--- config.mk ---
export PLATFORM = sky130hd
export DESIGN_NAME = slave_port_arbiter
export DESIGN_NICKNAME = d
export VERILOG_FILES = /design/src/rtl/slave_port_arbiter.sv
export SDC_FILE = /design/constraint.sdc
export NUM_CORES = 1
export LEC_CHECK = 0
export ABC_AREA = 1
export CORE_AREA = 2 2 158 160
export DETAILED_ROUTE_END_ITERATION = 10
export DIE_AREA = 0 0 160 162
export GPL_ROUTABILITY_DRIVEN = 0
export HOLD_SLACK_MARGIN = 0.08
export PLACE_DENSITY = 0.76
export SLEW_MARGIN = 25
export SYNTH_ARGS = -nofsm -noshare
export SYNTH_HDL_FRONTEND = slang
export SYNTH_SLANG_ARGS = --single-unit
--- constraint.sdc ---
create_clock -name clk_i -period 2.3 [get_ports clk_i]
set_clock_uncertainty 0.1 [all_clocks]
set_input_delay 0.23 -clock clk_i [delete_from_list [all_inputs] [get_ports clk_i]]
set_output_delay 0.23 -clock clk_i [all_outputs]
set_load 0.01 [all_outputs]
--- src/rtl/slave_port_arbiter.sv ---
// ---------------------------------------------------------------------------
// slave_port_arbiter
//   Shares one slave port among MASTERS requesters. It grants in round-robin
//   order and keeps one transaction outstanding at a time. A watchdog aborts a
//   slave that does not answer and reports it with an error pulse.
//
// Ports
//   clk_i, rst_i      clock (rising edge) and synchronous active-high reset
//   m_req_i           per-requester request, held until m_ack_o/m_err_o
//   m_cmd_i           per-requester command, 0=read 1=write
//   m_addr_i          packed per-requester address, slice i = requester i
//   m_wdata_i         packed per-requester write data, slice i = requester i
//   m_ack_o           1-cycle pulse: the slave accepted the request
//   m_resp_o          1-cycle pulse: m_rdata_o is valid
//   m_err_o           1-cycle pulse: the watchdog aborted the transaction
//   m_rdata_o         read data, shared by all requesters, holds its value
//   s_req_o           1-cycle request pulse to the slave
//   s_cmd_o, s_addr_o command and address of the granted request
//   s_wdata_o         write data of the last granted write
//   s_ack_i, s_resp_i accept and read-response pulses from the slave
//   s_rdata_i         slave read data, valid with s_resp_i
// ---------------------------------------------------------------------------
module slave_port_arbiter #(
   parameter int MASTERS = 4,
   parameter int AW      = 32,
   parameter int DW      = 32,
   parameter int TIMEOUT = 255
) (
   input  logic                  clk_i,
   input  logic                  rst_i,
   input  logic [MASTERS-1:0]    m_req_i,
   input  logic [MASTERS-1:0]    m_cmd_i,
   input  logic [MASTERS*AW-1:0] m_addr_i,
   input  logic [MASTERS*DW-1:0] m_wdata_i,
   output logic [MASTERS-1:0]    m_ack_o,
   output logic [MASTERS-1:0]    m_resp_o,
   output logic [MASTERS-1:0]    m_err_o,
   output logic [DW-1:0]         m_rdata_o,
   output logic                  s_req_o,
   output logic                  s_cmd_o,
   output logic [AW-1:0]         s_addr_o,
   output logic [DW-1:0]         s_wdata_o,
   input  logic                  s_ack_i,
   input  logic                  s_resp_i,
   input  logic [DW-1:0]         s_rdata_i
);

   localparam int GW = (MASTERS > 1) ? $clog2(MASTERS) : 1;
   // The timer only has to count up to TIMEOUT-1.
   localparam int TW = (TIMEOUT > 2) ? $clog2(TIMEOUT) : 1;
   localparam logic [TW-1:0] T_LAST = (TIMEOUT > 0) ? TW'(TIMEOUT - 1) : '0;

   typedef enum logic [1:0] {IDLE, WAIT_ACK, WAIT_RESP} state_e;

   state_e                 state_q, state_d;
   logic [GW-1:0]          rr_q, rr_d;
   logic [GW-1:0]          g_q, g_d;
   logic [TW-1:0]          timer_q, timer_d;
   logic [MASTERS-1:0]     m_ack_q, m_ack_d;
   logic [MASTERS-1:0]     m_resp_q, m_resp_d;
   logic [MASTERS-1:0]     m_err_q, m_err_d;
   logic [DW-1:0]          m_rdata_q, m_rdata_d;
   logic                   s_req_q, s_req_d;
   logic                   s_cmd_q, s_cmd_d;
   logic [AW-1:0]          s_addr_q, s_addr_d;
   logic [DW-1:0]          s_wdata_q, s_wdata_d;

   logic [MASTERS-1:0][AW-1:0] addr_arr;
   logic [MASTERS-1:0][DW-1:0] wdata_arr;
   logic [MASTERS-1:0]         elig;
   logic                       found;
   logic [GW-1:0]              gsel;
   logic [GW-1:0]              idx;
   logic                       timeout_hit;

   assign addr_arr  = m_addr_i;
   assign wdata_arr = m_wdata_i;

   // A requester that was just acked/errored still has req high for a cycle;
   // masking it here prevents it from being granted a second time.
   assign elig = m_req_i & ~m_ack_q & ~m_err_q;

   assign timeout_hit = (TIMEOUT != 0) && (timer_q == T_LAST);

   // Round-robin search: first eligible index at or after rr_q, wrapping.
   always_comb begin
      found = 1'b0;
      gsel  = '0;
      idx   = '0;
      for (int k = 0; k < MASTERS; k++) begin
         idx = rr_q + GW'(k);
         if (!found && elig[idx]) begin
            found = 1'b1;
            gsel  = idx;
         end
      end
   end

   always_comb begin
      state_d   = state_q;
      rr_d      = rr_q;
      g_d       = g_q;
      timer_d   = timer_q;
      m_ack_d   = '0;
      m_resp_d  = '0;
      m_err_d   = '0;
      m_rdata_d = m_rdata_q;
      s_req_d   = 1'b0;
      s_cmd_d   = s_cmd_q;
      s_addr_d  = s_addr_q;
      s_wdata_d = s_wdata_q;
      case (state_q)
         IDLE: begin
            if (found) begin
               g_d      = gsel;
               s_req_d  = 1'b1;
               s_cmd_d  = m_cmd_i[gsel];
               s_addr_d = addr_arr[gsel];
               if (m_cmd_i[gsel]) s_wdata_d = wdata_arr[gsel];
               timer_d  = '0;
               state_d  = WAIT_ACK;
            end
         end
         WAIT_ACK: begin
            // s_ack wins over a simultaneous s_resp and over the timeout.
            if (s_ack_i) begin
               m_ack_d[g_q] = 1'b1;
               if (s_cmd_q) begin
                  state_d = IDLE;
                  rr_d    = GW'(g_q + 1'b1);
               end else begin
                  state_d = WAIT_RESP;
                  timer_d = '0;
               end
            end else if (timeout_hit) begin
               m_err_d[g_q] = 1'b1;
               state_d      = IDLE;
               rr_d         = GW'(g_q + 1'b1);
            end else begin
               timer_d = timer_q + 1'b1;
            end
         end
         WAIT_RESP: begin
            if (s_resp_i) begin
               m_resp_d[g_q] = 1'b1;
               m_rdata_d     = s_rdata_i;
               state_d       = IDLE;
               rr_d          = GW'(g_q + 1'b1);
            end else if (timeout_hit) begin
               m_err_d[g_q] = 1'b1;
               state_d      = IDLE;
               rr_d         = GW'(g_q + 1'b1);
            end else begin
               timer_d = timer_q + 1'b1;
            end
         end
         default: state_d = IDLE;
      endcase
   end

   always_ff @(posedge clk_i) begin
      if (rst_i) begin
         state_q   <= IDLE;
         rr_q      <= '0;
         g_q       <= '0;
         timer_q   <= '0;
         m_ack_q   <= '0;
         m_resp_q  <= '0;
         m_err_q   <= '0;
         m_rdata_q <= '0;
         s_req_q   <= 1'b0;
         s_cmd_q   <= 1'b0;
         s_addr_q  <= '0;
         s_wdata_q <= '0;
      end else begin
         state_q   <= state_d;
         rr_q      <= rr_d;
         g_q       <= g_d;
         timer_q   <= timer_d;
         m_ack_q   <= m_ack_d;
         m_resp_q  <= m_resp_d;
         m_err_q   <= m_err_d;
         m_rdata_q <= m_rdata_d;
         s_req_q   <= s_req_d;
         s_cmd_q   <= s_cmd_d;
         s_addr_q  <= s_addr_d;
         s_wdata_q <= s_wdata_d;
      end
   end

   assign m_ack_o   = m_ack_q;
   assign m_resp_o  = m_resp_q;
   assign m_err_o   = m_err_q;
   assign m_rdata_o = m_rdata_q;
   assign s_req_o   = s_req_q;
   assign s_cmd_o   = s_cmd_q;
   assign s_addr_o  = s_addr_q;
   assign s_wdata_o = s_wdata_q;

endmodule

### After elaboration in Yosys (flattened, before gate mapping)

Index checks and enable logic that the tools add are counted.

| word-level totals | value |
|---|---|
| memories | 0 |
| bits in read-only memories | 0 |
| bits in latches | 0 |
| input port bits | 300 |
| bits in registers | 124 |
| output and inout port bits | 110 |
| RAM bits | 0 |

| operators by class | value |
|---|---|
| mux-type cells | 46 |
| shifts and indexed selects | 0 |
| add/subtract/negate cells | 5 |
| eq/ne operators | 7 |
| bitwise logic cells | 9 |
| div/mod/pow operators | 0 |
| multiply operators | 0 |
| reductions and logical operators | 18 |
| magnitude comparators | 7 |

Operators by type and width:

| cell | number |
|---|---|
| $bmux 32 s2 | 2 |
| $mux 32 | 2 |
| $mux 8 | 5 |
| $mux 2 | 13 |
| $pmux 8 s3 | 1 |
| $lt 2x3->1 const B | 6 |
| $mux 4 | 3 |
| $mux 1 | 11 |
| $bmux 1 s2 | 5 |
| $add 8x1->8 const B | 1 |
| $and 4x4->4 | 2 |
| $eq 8x8->1 const B | 1 |
| $not 4->4 | 2 |
| $pmux 4 s2 | 1 |
| $ne 3x3->1 const B | 2 |
| $pmux 2 s3 | 1 |
| $reduce_and 2->1 | 3 |
| $reduce_or 3->1 | 2 |
| $not 1->1 | 5 |
| $add 2x1->2 const B | 2 |
| $add 2x2->2 const B | 2 |
| $logic_and 1x1->1 | 4 |
| $ne 2x2->1 const B | 2 |
| $pmux 2 s2 | 1 |
| 11 further kinds | 13 |

### Depth between registers and ports, before layout

Gate-level depths: netlist (run 1).

| depth | value |
|---|---|
| depth after elaboration | 18 |
| depth in mapped cells | 17 |
| mapped depth without buffers | 15 |

### Worst setup path before layout (run 1)

Ideal clock, no wire load.

| path | value |
|---|---|
| path kind | register to register |
| start point | register rr_q[0] |
| end point | register s_wdata_q[10] (netlist: s_wdata_o[10]) |
| cell stages (with the launch flop) | 16 |
| arrival | 1,867 ps |
| setup time | 113 ps |
| period minus slack after synthesis | 2,080 ps |
| slack | 220 ps |
| path buffers | 3 |
| path through | dfxtp_1 > buf_4 > xor2_4 > nand3_1 > nand2_2 > nand2_2 > nand2_1 > nand3_1 > nand2_2 > inv_2 > nand3_1 > nand3_2 > buf_6 > buf_2 > nor2_1 > nor2_1 |

| between the ends | value |
|---|---|
| longest elaborated chain between the ends | 15 |

Ends and longest elaborated chain:

| what | RTL line | text |
|---|---|---|
| start: declaration | 56 | `logic [GW-1:0] rr_q, rr_d;` |
| start signal: assignment | 177 | `rr_q <= rr_d;` |
| branches (longest 15 deep; another with $add 2x1->2) | - |  |
| end signal: assignment | 187 | `s_wdata_q <= s_wdata_d;` |
| end: declaration | 66 | `logic [DW-1:0] s_wdata_q, s_wdata_d;` |

Several ways; the timed one is not identified. The select of a mux whose other input is x is not followed.
A chain may end at the register's enable or synchronous reset.

### Worst setup path in the final report (run 1)

| path | value |
|---|---|
| start point | register rr_q[0] |
| end point | register s_addr_q[27] (netlist: s_addr_o[27]) |

| between the ends | value |
|---|---|
| longest elaborated chain between the ends | 14 |

Ends and longest elaborated chain:

| what | RTL line | text |
|---|---|---|
| branches (longest 14 deep; another with $add 2x1->2) | - |  |
| end signal: assignment | 186 | `s_addr_q <= s_addr_d;` |
| end: declaration | 65 | `logic [AW-1:0] s_addr_q, s_addr_d;` |

Several ways; the timed one is not identified. The select of a mux whose other input is x is not followed.

==> parameters.txt, run 1 <==
Parameter                              Value

Global route
  Global-route usage over all layers ... about a fifth
  Antenna violations before repair ... 0
  Vias in the first global route ... ~8200
  Global-route wire length before repair ... about 42000 um
  Largest net degree at the start of global routing ... 50
  Aggregate global routing overflow ... 0

Detailed routing
  Detailed-route DRC error count ... 0
  Routed length per instance ... roughly 14 um
  Vias after detailed routing ... between 9000 and 10000
  Antenna Violating Nets Remaining ... 0
  Wirelength, routed ... ~28000 um
  Avg Vias per Cell ... around 4.5
  Starting DRC count in detailed routing ... a little under 600
  Count of TritonRoute iterations in the first routing pass ... 5

Floorplanning
  Initial standard-cell utilization of the core ... between 30% and 40%
  Total I/O pin count ... ~400
  Number of core rows ... between 50 and 60
  Core area ... 24100 um^2
  Floorplan die area ... 25900 um^2
  Chip Width ... ~160 um
  Die Y-Extent ... around 160 um

STA
  Worst slew margin relative to its limit ... 70.1%
  Max Clk Rate ... roughly 420 MHz
  Final number of setup-violating endpoints ... 27
  Final hold violations ... 0
  Crit path time final ... roughly 2400 ps
  Post-route clock period utilization ... 103%
  Max-slew violation total from the final report ... 0
  Transition time of the tightest slew-check pin ... approximately 450 ps
  Final WS setup ... -63.7 ps
  Setup repair after global routing missed its margin ... true

Worst setup path
  Category of the worst setup path launch point ... flop
  Critical path data required time ... between 2000 and 3000 ps
  Peak fanout along the critical path ... 14
  Data arrival time of the worst path ... between 2000 and 3000 ps
  Endpoint kind of the worst setup timing path ... flop
  Logic depth of the worst register-to-register path ... 15
  Path type of the worst setup path ... reg -> reg

Final layout
  Most frequent cells in the layout ... sky130_fd_sc_hd__clkdlybuf4s50_1, sky130_fd_sc_hd__nand2_1, sky130_fd_sc_hd__inv_1, sky130_fd_sc_hd__nor2_1, sky130_fd_sc_hd__dfxtp_1
  Synth-to-layout area growth ... 76.3%
  Post-Route Utilization ... between 50 and 60%
  Most common library cell in the layout ignoring fill and taps ... sky130_fd_sc_hd__clkdlybuf4s50_1
  Net count of the finished layout ... slightly below 2000
  Fill cells ... ~2300
  Fraction of layout instances using a drive strength above 1 ... about a tenth
  Final antenna diode count ... 0
  Number of non-filler instances in the completed layout ... between 1500 and 2000

Clock tree
  Clock latency on the worst-skew pair ... around 400 ps
  CTS tree ... yes
  CTS H-Tree Depth ... 4
  Hold_buf cts ... 0
  Maximum buffer depth of the clock tree ... 2
  Post-CTS clock slew at the launch and capture registers of the worst setup and hold paths ... 60 ps
  Clk root buf ... sky130_fd_sc_hd__clkbuf_16
  TritonCTS sink count ... around 120
  TritonCTS Buffers ... 17

Logic synthesis
  Average footprint of a synthesized cell ... 6.16 um^2
  Ys flop type ... sky130_fd_sc_hd__dfxtp_1
  Ys async rst share ... 0%
  Unique cell type count in the Yosys netlist ... 29
  Number of synthesized flops with an enable pin ... 0
  Synth Register Bits ... roughly 120
  Net count after synthesis ... between 1500 and 2000
  Instance count of the mapped netlist ... around 1200
  Yosys warnings ... 0
  Sequential-to-total area share from yosys stat ... 32.9%
  Synthesized cell area ... approximately 7500 um^2

Pwr
  Total power ... 18.5 mW
  Leakage power ... 6.15 nW
  Cell area power density ... ~1400 nW/um^2
  Worst vdd rail ir drop ... approximately 1100 uV

Run status
  Failing checks ... setup timing
  Result of the run ... complete, but fails checks

Flow run
  Max-capacitance violation count ... 0

Placement
  IO buf count ... 409
  Cell total after placement ... between 1500 and 2000
  Post-detail-place hpwl ... about 21000 um

Min path
  Cell depth of the worst hold path ... 4
  Worst hold path class ... in -> reg
synth_stat cells (5+ instances only):
cell type / n / area (um^2)
sky130_fd_sc_hd__ha_1: 11 / 138
sky130_fd_sc_hd__buf_1: 5 / 18.8
sky130_fd_sc_hd__nor2_1: 215 / 807
sky130_fd_sc_hd__a211oi_1: 8 / 60.1
sky130_fd_sc_hd__inv_1: 224 / 841
sky130_fd_sc_hd__nor3_1: 6 / 30.0
sky130_fd_sc_hd__nand4_1: 8 / 50.1
sky130_fd_sc_hd__nand3_1: 59 / 295
sky130_fd_sc_hd__buf_2: 21 / 105
sky130_fd_sc_hd__clkbuf_1: 28 / 105
sky130_fd_sc_hd__o21ai_0: 74 / 370
sky130_fd_sc_hd__buf_4: 17 / 128
sky130_fd_sc_hd__o211ai_1: 96 / 721
sky130_fd_sc_hd__a21oi_1: 41 / 205
sky130_fd_sc_hd__dfxtp_1: 124 / 2480
sky130_fd_sc_hd__nand2_1: 266 / 998
flip-flops by register name, indices dropped and copies added, names as in the netlist, 2 cells and up:
register   count
m_rdata_o     32
s_addr_o      32
s_wdata_o     32
timer_q        8
m_ack_o        4
m_err_o        4
m_resp_o       4
g_q            2
rr_q           2
state_q        2
critical path, cell delays in order (launching register included):
cell and delay (ps):
sky130_fd_sc_hd__dfxtp_2 350, sky130_fd_sc_hd__buf_12 140, sky130_fd_sc_hd__nand4_1 140, sky130_fd_sc_hd__nand3_2 150, sky130_fd_sc_hd__nand2_4 80, sky130_fd_sc_hd__nand2_4 90, sky130_fd_sc_hd__nand2_2 70, sky130_fd_sc_hd__nand2_2 70
sky130_fd_sc_hd__nand3_4 110, sky130_fd_sc_hd__buf_4 180, sky130_fd_sc_hd__buf_16 140, sky130_fd_sc_hd__buf_12 130, sky130_fd_sc_hd__o211ai_1 270, sky130_fd_sc_hd__nand3_1 130, sky130_fd_sc_hd__nand2_1 70, sky130_fd_sc_hd__inv_1 30
layer usage:
layer	vias up	part of all wire [%]	GRT usage, %
met5	-	0	0
met4	0	1.6	5.20
met1	4004	41	23.7
met2	317	51	36.6
met3	33	6.0	4.39
li1	4676	-	-
final cells by class:
type | instances | area [um^2] | area share (%)
sequential | 124 | 2480 | 18.7
clock inverter | 13 | 169 | 1.27
timing repair buffer | 481 | 4960 | 37.3
clock buffer | 17 | 425 | 3.20
inverter | 229 | 860 | 6.46
multi-input combinational | 799 | 4010 | 30.1
tap | 324 | 405 | 3.05
kinds of logic (layout without fill, tap and decap cells):
group	after synthesis	after routing	synth area share (%)
and+or+nand+nor	563	563	29.8
buffers and inverters	303	740	16.6
AOI/OAI and AO/OA	220	220	18.1
DFF	124	124	32.9
adders and majority gates	11	11	1.82
xor gates and xnor gates	5	5	0.829
metrics by stage:
| step | TNS (ps) | hold slack, ps | worst slack [ps] | instance area (um^2) |
|---|---|---|---|---|
| after floorplan | 0 | 295 | 220 | 7550 |
| after global placement | -8790 | 362 | -176 | 12200 |
| after detailed placement | -17240 | 371 | -305 | 12200 |
| after CTS | -585 | 113 | -45.4 | 13100 |
| after global routing | -8240 | 153 | -181 | 13300 |
| final | -948 | 133 | -63.7 | 13300 |
what timing repair did:
item                                    CTS  global route
hold endpoints to repair                  0             0
buffers inserted                          5             5
gates cloned                              3             4
endpoints found under the setup margin   70            73
pin swaps                                10             8
resized for setup                        19            37
power breakdown:
| group | switching, mW | total, mW | internal [mW] |
|---|---|---|---|
| registers | 0.308 | 3.04 | 2.73 |
| clock network | 1.03 | 2.74 | 1.70 |
| logic | 6.77 | 12.8 | 6.00 |
| total | 8.11 | 18.5 | 10.4 |
path summary, 6_finish.rpt:
check / from / to / slack [ps]
max reg2reg: rr_q[0] / s_addr_o[27] / -60
max: rr_q[0] / s_addr_o[27] / -60
min reg2reg: m_rdata_o[28] / m_rdata_o[28] / 380
min: rst_i / s_wdata_o[3] / 130
Power figures use the tool's default switching activity.
==> inputs of run 2 (changes only) <==
Settings changed: ABC_AREA 1 to 0, CELL_PAD_IN_SITES_DETAIL_PLACEMENT from default to 0, CELL_PAD_IN_SITES_GLOBAL_PLACEMENT from default to 1, CORE_AREA 2 2 158 160 to default, CORE_MARGIN from default to 2, CORE_UTILIZATION from default to 26, DIE_AREA 0 0 160 162 to default, PLACE_DENSITY 0.76 to 0.91.
==> parameters.txt, run 2 <==
Parameter                              Value

Run status
  Result of the run ... complete, but fails checks
  Failing checks ... setup timing

Global route
  Vias in the first global route ... between 7000 and 8000
  Antenna violations before repair ... 0
  Global-route usage over all layers ... 19.7%
  Aggregate global routing overflow ... 0
  Largest net degree at the start of global routing ... 73
  Global-route wire length before repair ... 41600 um

Worst setup path
  Path type of the worst setup path ... reg -> reg
  Peak fanout along the critical path ... 18
  Data arrival time of the worst path ... between 2000 and 3000 ps
  R2r endpoint ... s_wdata_o[0]
  Critical path data required time ... 2530 ps
  Logic depth of the worst register-to-register path ... 7
  Endpoint kind of the worst setup timing path ... flop
  Internal reg-to-reg setup slack ... -7 ps
  Startpoint of the most critical register-to-register path ... m_ack_o[3]
  Category of the worst setup path launch point ... flop

Floorplanning
  Die Y-Extent ... about 160 um
  Chip Width ... 165 um
  Number of core rows ... 58
  Floorplan die area ... roughly 27000 um^2
  Core area ... 25300 um^2
  Total I/O pin count ... 410
  Initial standard-cell utilization of the core ... between 20% and 30%

Logic synthesis
  Synth Register Bits ... between 100 and 150
  Synthesized cell area ... between 6000 and 7000 um^2
  Instance count of the mapped netlist ... ~830
  Average footprint of a synthesized cell ... between 8 and 9 um^2
  Most frequent cells after synthesis ... sky130_fd_sc_hd__nand2_1, sky130_fd_sc_hd__dfxtp_1, sky130_fd_sc_hd__mux2i_1, sky130_fd_sc_hd__a21oi_1, sky130_fd_sc_hd__nand3_1
  Area share of the largest cell type after synthesis ... a little under two fifths
  Sequential-to-total area share from yosys stat ... between 30% and 40%
  Number of synthesized flops with an enable pin ... 0
  Leading post-synthesis cells by cell area ... sky130_fd_sc_hd__dfxtp_1, sky130_fd_sc_hd__nand2_1, sky130_fd_sc_hd__mux2i_1
  Cell type with the largest total area after synthesis ... sky130_fd_sc_hd__dfxtp_1
  Yosys warnings ... 0
  Unique cell type count in the Yosys netlist ... 46
  Ys flop type ... sky130_fd_sc_hd__dfxtp_1
  Cell with the most instances after synthesis ... sky130_fd_sc_hd__nand2_1
  Ys async rst share ... 0%
  Net count after synthesis ... 1144

STA
  Sum Neg Setup Slack ... -6.78 ps
  Crit path time final ... ~2300 ps
  Max Clk Rate ... ~430 MHz
  Setup repair after global routing missed its margin ... true
  Final number of setup-violating endpoints ... 1
  Worst slew margin relative to its limit ... between 50 and 60%
  Final hold violations ... 0
  Transition time of the tightest slew-check pin ... 620 ps
  Max-slew violation total from the final report ... 0
  Post-Route Hold Slack ... 214 ps
  Final WS setup ... -6.78 ps
  Post-route clock period utilization ... 100%

Detailed routing
  Vias after detailed routing ... between 7000 and 8000
  Routed length per instance ... 18.1 um
  Avg Vias per Cell ... 4.86
  Count of TritonRoute iterations in the first routing pass ... 5
  Antenna Violating Nets Remaining ... 0
  Detailed-route DRC error count ... 0
  Wirelength, routed ... ~29000 um
  Starting DRC count in detailed routing ... between 500 and 600

Flow run
  Max-capacitance violation count ... 0

Placement
  Cell total after placement ... 1565
  IO buf count ... 409
  Setup WS pre-CTS ... -427 ps
  Post-place instance area ... ~11000 um^2
  Post-detail-place hpwl ... about 21000 um

Clock tree
  Clock latency on the worst-skew pair ... between 400 and 500 ps
  Clk root buf ... sky130_fd_sc_hd__clkbuf_16
  TritonCTS Buffers ... 17
  TritonCTS sink count ... 124
  CTS tree ... yes
  Post-CTS clock slew at the launch and capture registers of the worst setup and hold paths ... 60 ps
  Maximum buffer depth of the clock tree ... 2
  CTS H-Tree Depth ... 4

Final layout
  Number of non-filler instances in the completed layout ... about 1600
  Most frequent cells in the layout ... sky130_fd_sc_hd__clkdlybuf4s50_1, sky130_fd_sc_hd__nand2_1, sky130_fd_sc_hd__dfxtp_1, sky130_fd_sc_hd__mux2i_1, sky130_fd_sc_hd__a21oi_1
  Net count of the finished layout ... between 1500 and 2000
  Most common library cell in the layout ignoring fill and taps ... sky130_fd_sc_hd__clkdlybuf4s50_1
  Fill cells ... about 2400
  Post-Route Utilization ... between 40% and 50%
  Synth-to-layout area growth ... 83.0%
  Finished layout cell area ... ~12000 um^2
  Final antenna diode count ... 0
  Fraction of layout instances using a drive strength above 1 ... 9.95%

Min path
  Start point of the worst min-delay path ... rst_i
  Cell depth of the worst hold path ... 2
  Worst hold path class ... in -> reg
  Worst Hold Endpoint ... g_q[0]

Pwr
  Cell area power density ... roughly 740 nW/um^2
  Total power ... 9.08 mW
  Worst vdd rail ir drop ... around 380 uV
  Leakage power ... roughly 4.8 nW
[run 2: cell types whose count changed after synthesis, sizes merged, moves of 34 or more]
cell	previous run	this run
inv	227	7
mux2i	0	71
nand2b	0	34
nor2	215	19
o211ai	96	1
o21ai	74	5
[run 2: power breakdown]
group / total, mW / switching [mW] / internal (mW)
Clock: 2.72 / 1.19 / 1.53
Sequential: 2.68 / 0.201 / 2.48
Combinational: 3.68 / 1.64 / 2.04
[run 2: worst max-delay path, stage by stage, from the launching register on]
cell                      delay [ps]
sky130_fd_sc_hd__dfxtp_1         330
sky130_fd_sc_hd__or3b_1          410
sky130_fd_sc_hd__a32oi_2         250
sky130_fd_sc_hd__and3_4          380
sky130_fd_sc_hd__buf_16          190
sky130_fd_sc_hd__a21oi_1          50
sky130_fd_sc_hd__a221o_1         350
sky130_fd_sc_hd__mux2i_2         160
[run 2: timing repair]
action / CTS / global route
endpoints found under the hold margin: 0 / 0
pin swaps: 1 / 7
buffers inserted: 1 / 3
cloned: 1 / 6
endpoints found under the setup margin: 32 / 69
gates resized for setup: 3 / 19
hold buffers: 0 / 0
[run 2: final cells by class]
| cell class | instances | area (um^2) | area share (%) |
|---|---|---|---|
| multi-input cells | 633 | 3860 | 31.5 |
| flip-flops and latches | 124 | 2490 | 20.3 |
| clock inverters | 15 | 150 | 1.22 |
| clock buffers | 17 | 425 | 3.47 |
| well taps | 330 | 413 | 3.37 |
| repair buffers | 481 | 4900 | 40.0 |
| inverters | 7 | 26.3 | 0.214 |
[run 2: worst max-delay path by stage]
stage / depth (start not counted) / end / slack [ps] / start
2_1_floorplan: 8 / s_wdata_o[13] / 20 / m_ack_o[0]
3_3_place_gp: 8 / s_wdata_o[21] / -340 / m_req_i[0]
3_5_place_dp: 8 / s_wdata_o[0] / -430 / m_req_i[0]
4_1_cts: 7 / s_wdata_o[13] / -3 / m_ack_o[2]
5_1_grt: 9 / s_wdata_o[0] / -130 / m_err_o[2]
6_report: 7 / s_wdata_o[0] / -7 / m_ack_o[3]
[run 2: cells by family (layout without fill, tap and decap cells)]
| kind of cell | Yosys count | after routing | share of synthesized area (%) |
|---|---|---|---|
| compound gates | 156 | 156 | 17.2 |
| fa+ha+maj | 11 | 11 | 2.05 |
| buf+inv | 76 | 520 | 6.33 |
| flops | 124 | 124 | 37.1 |
| mux | 71 | 71 | 10.6 |
| simple gates | 395 | 395 | 26.7 |
[run 2: routing by layer]
| layer | share of wire, % | global-route usage (%) | vias to the layer above |
|---|---|---|---|
| li1 | - | - | 3793 |
| met1 | 41 | 23.6 | 3627 |
| met2 | 49 | 33.6 | 357 |
| met3 | 9.1 | 6.35 | 28 |
| met4 | 1.7 | 5.85 | 0 |
| met5 | 0 | 0 | - |
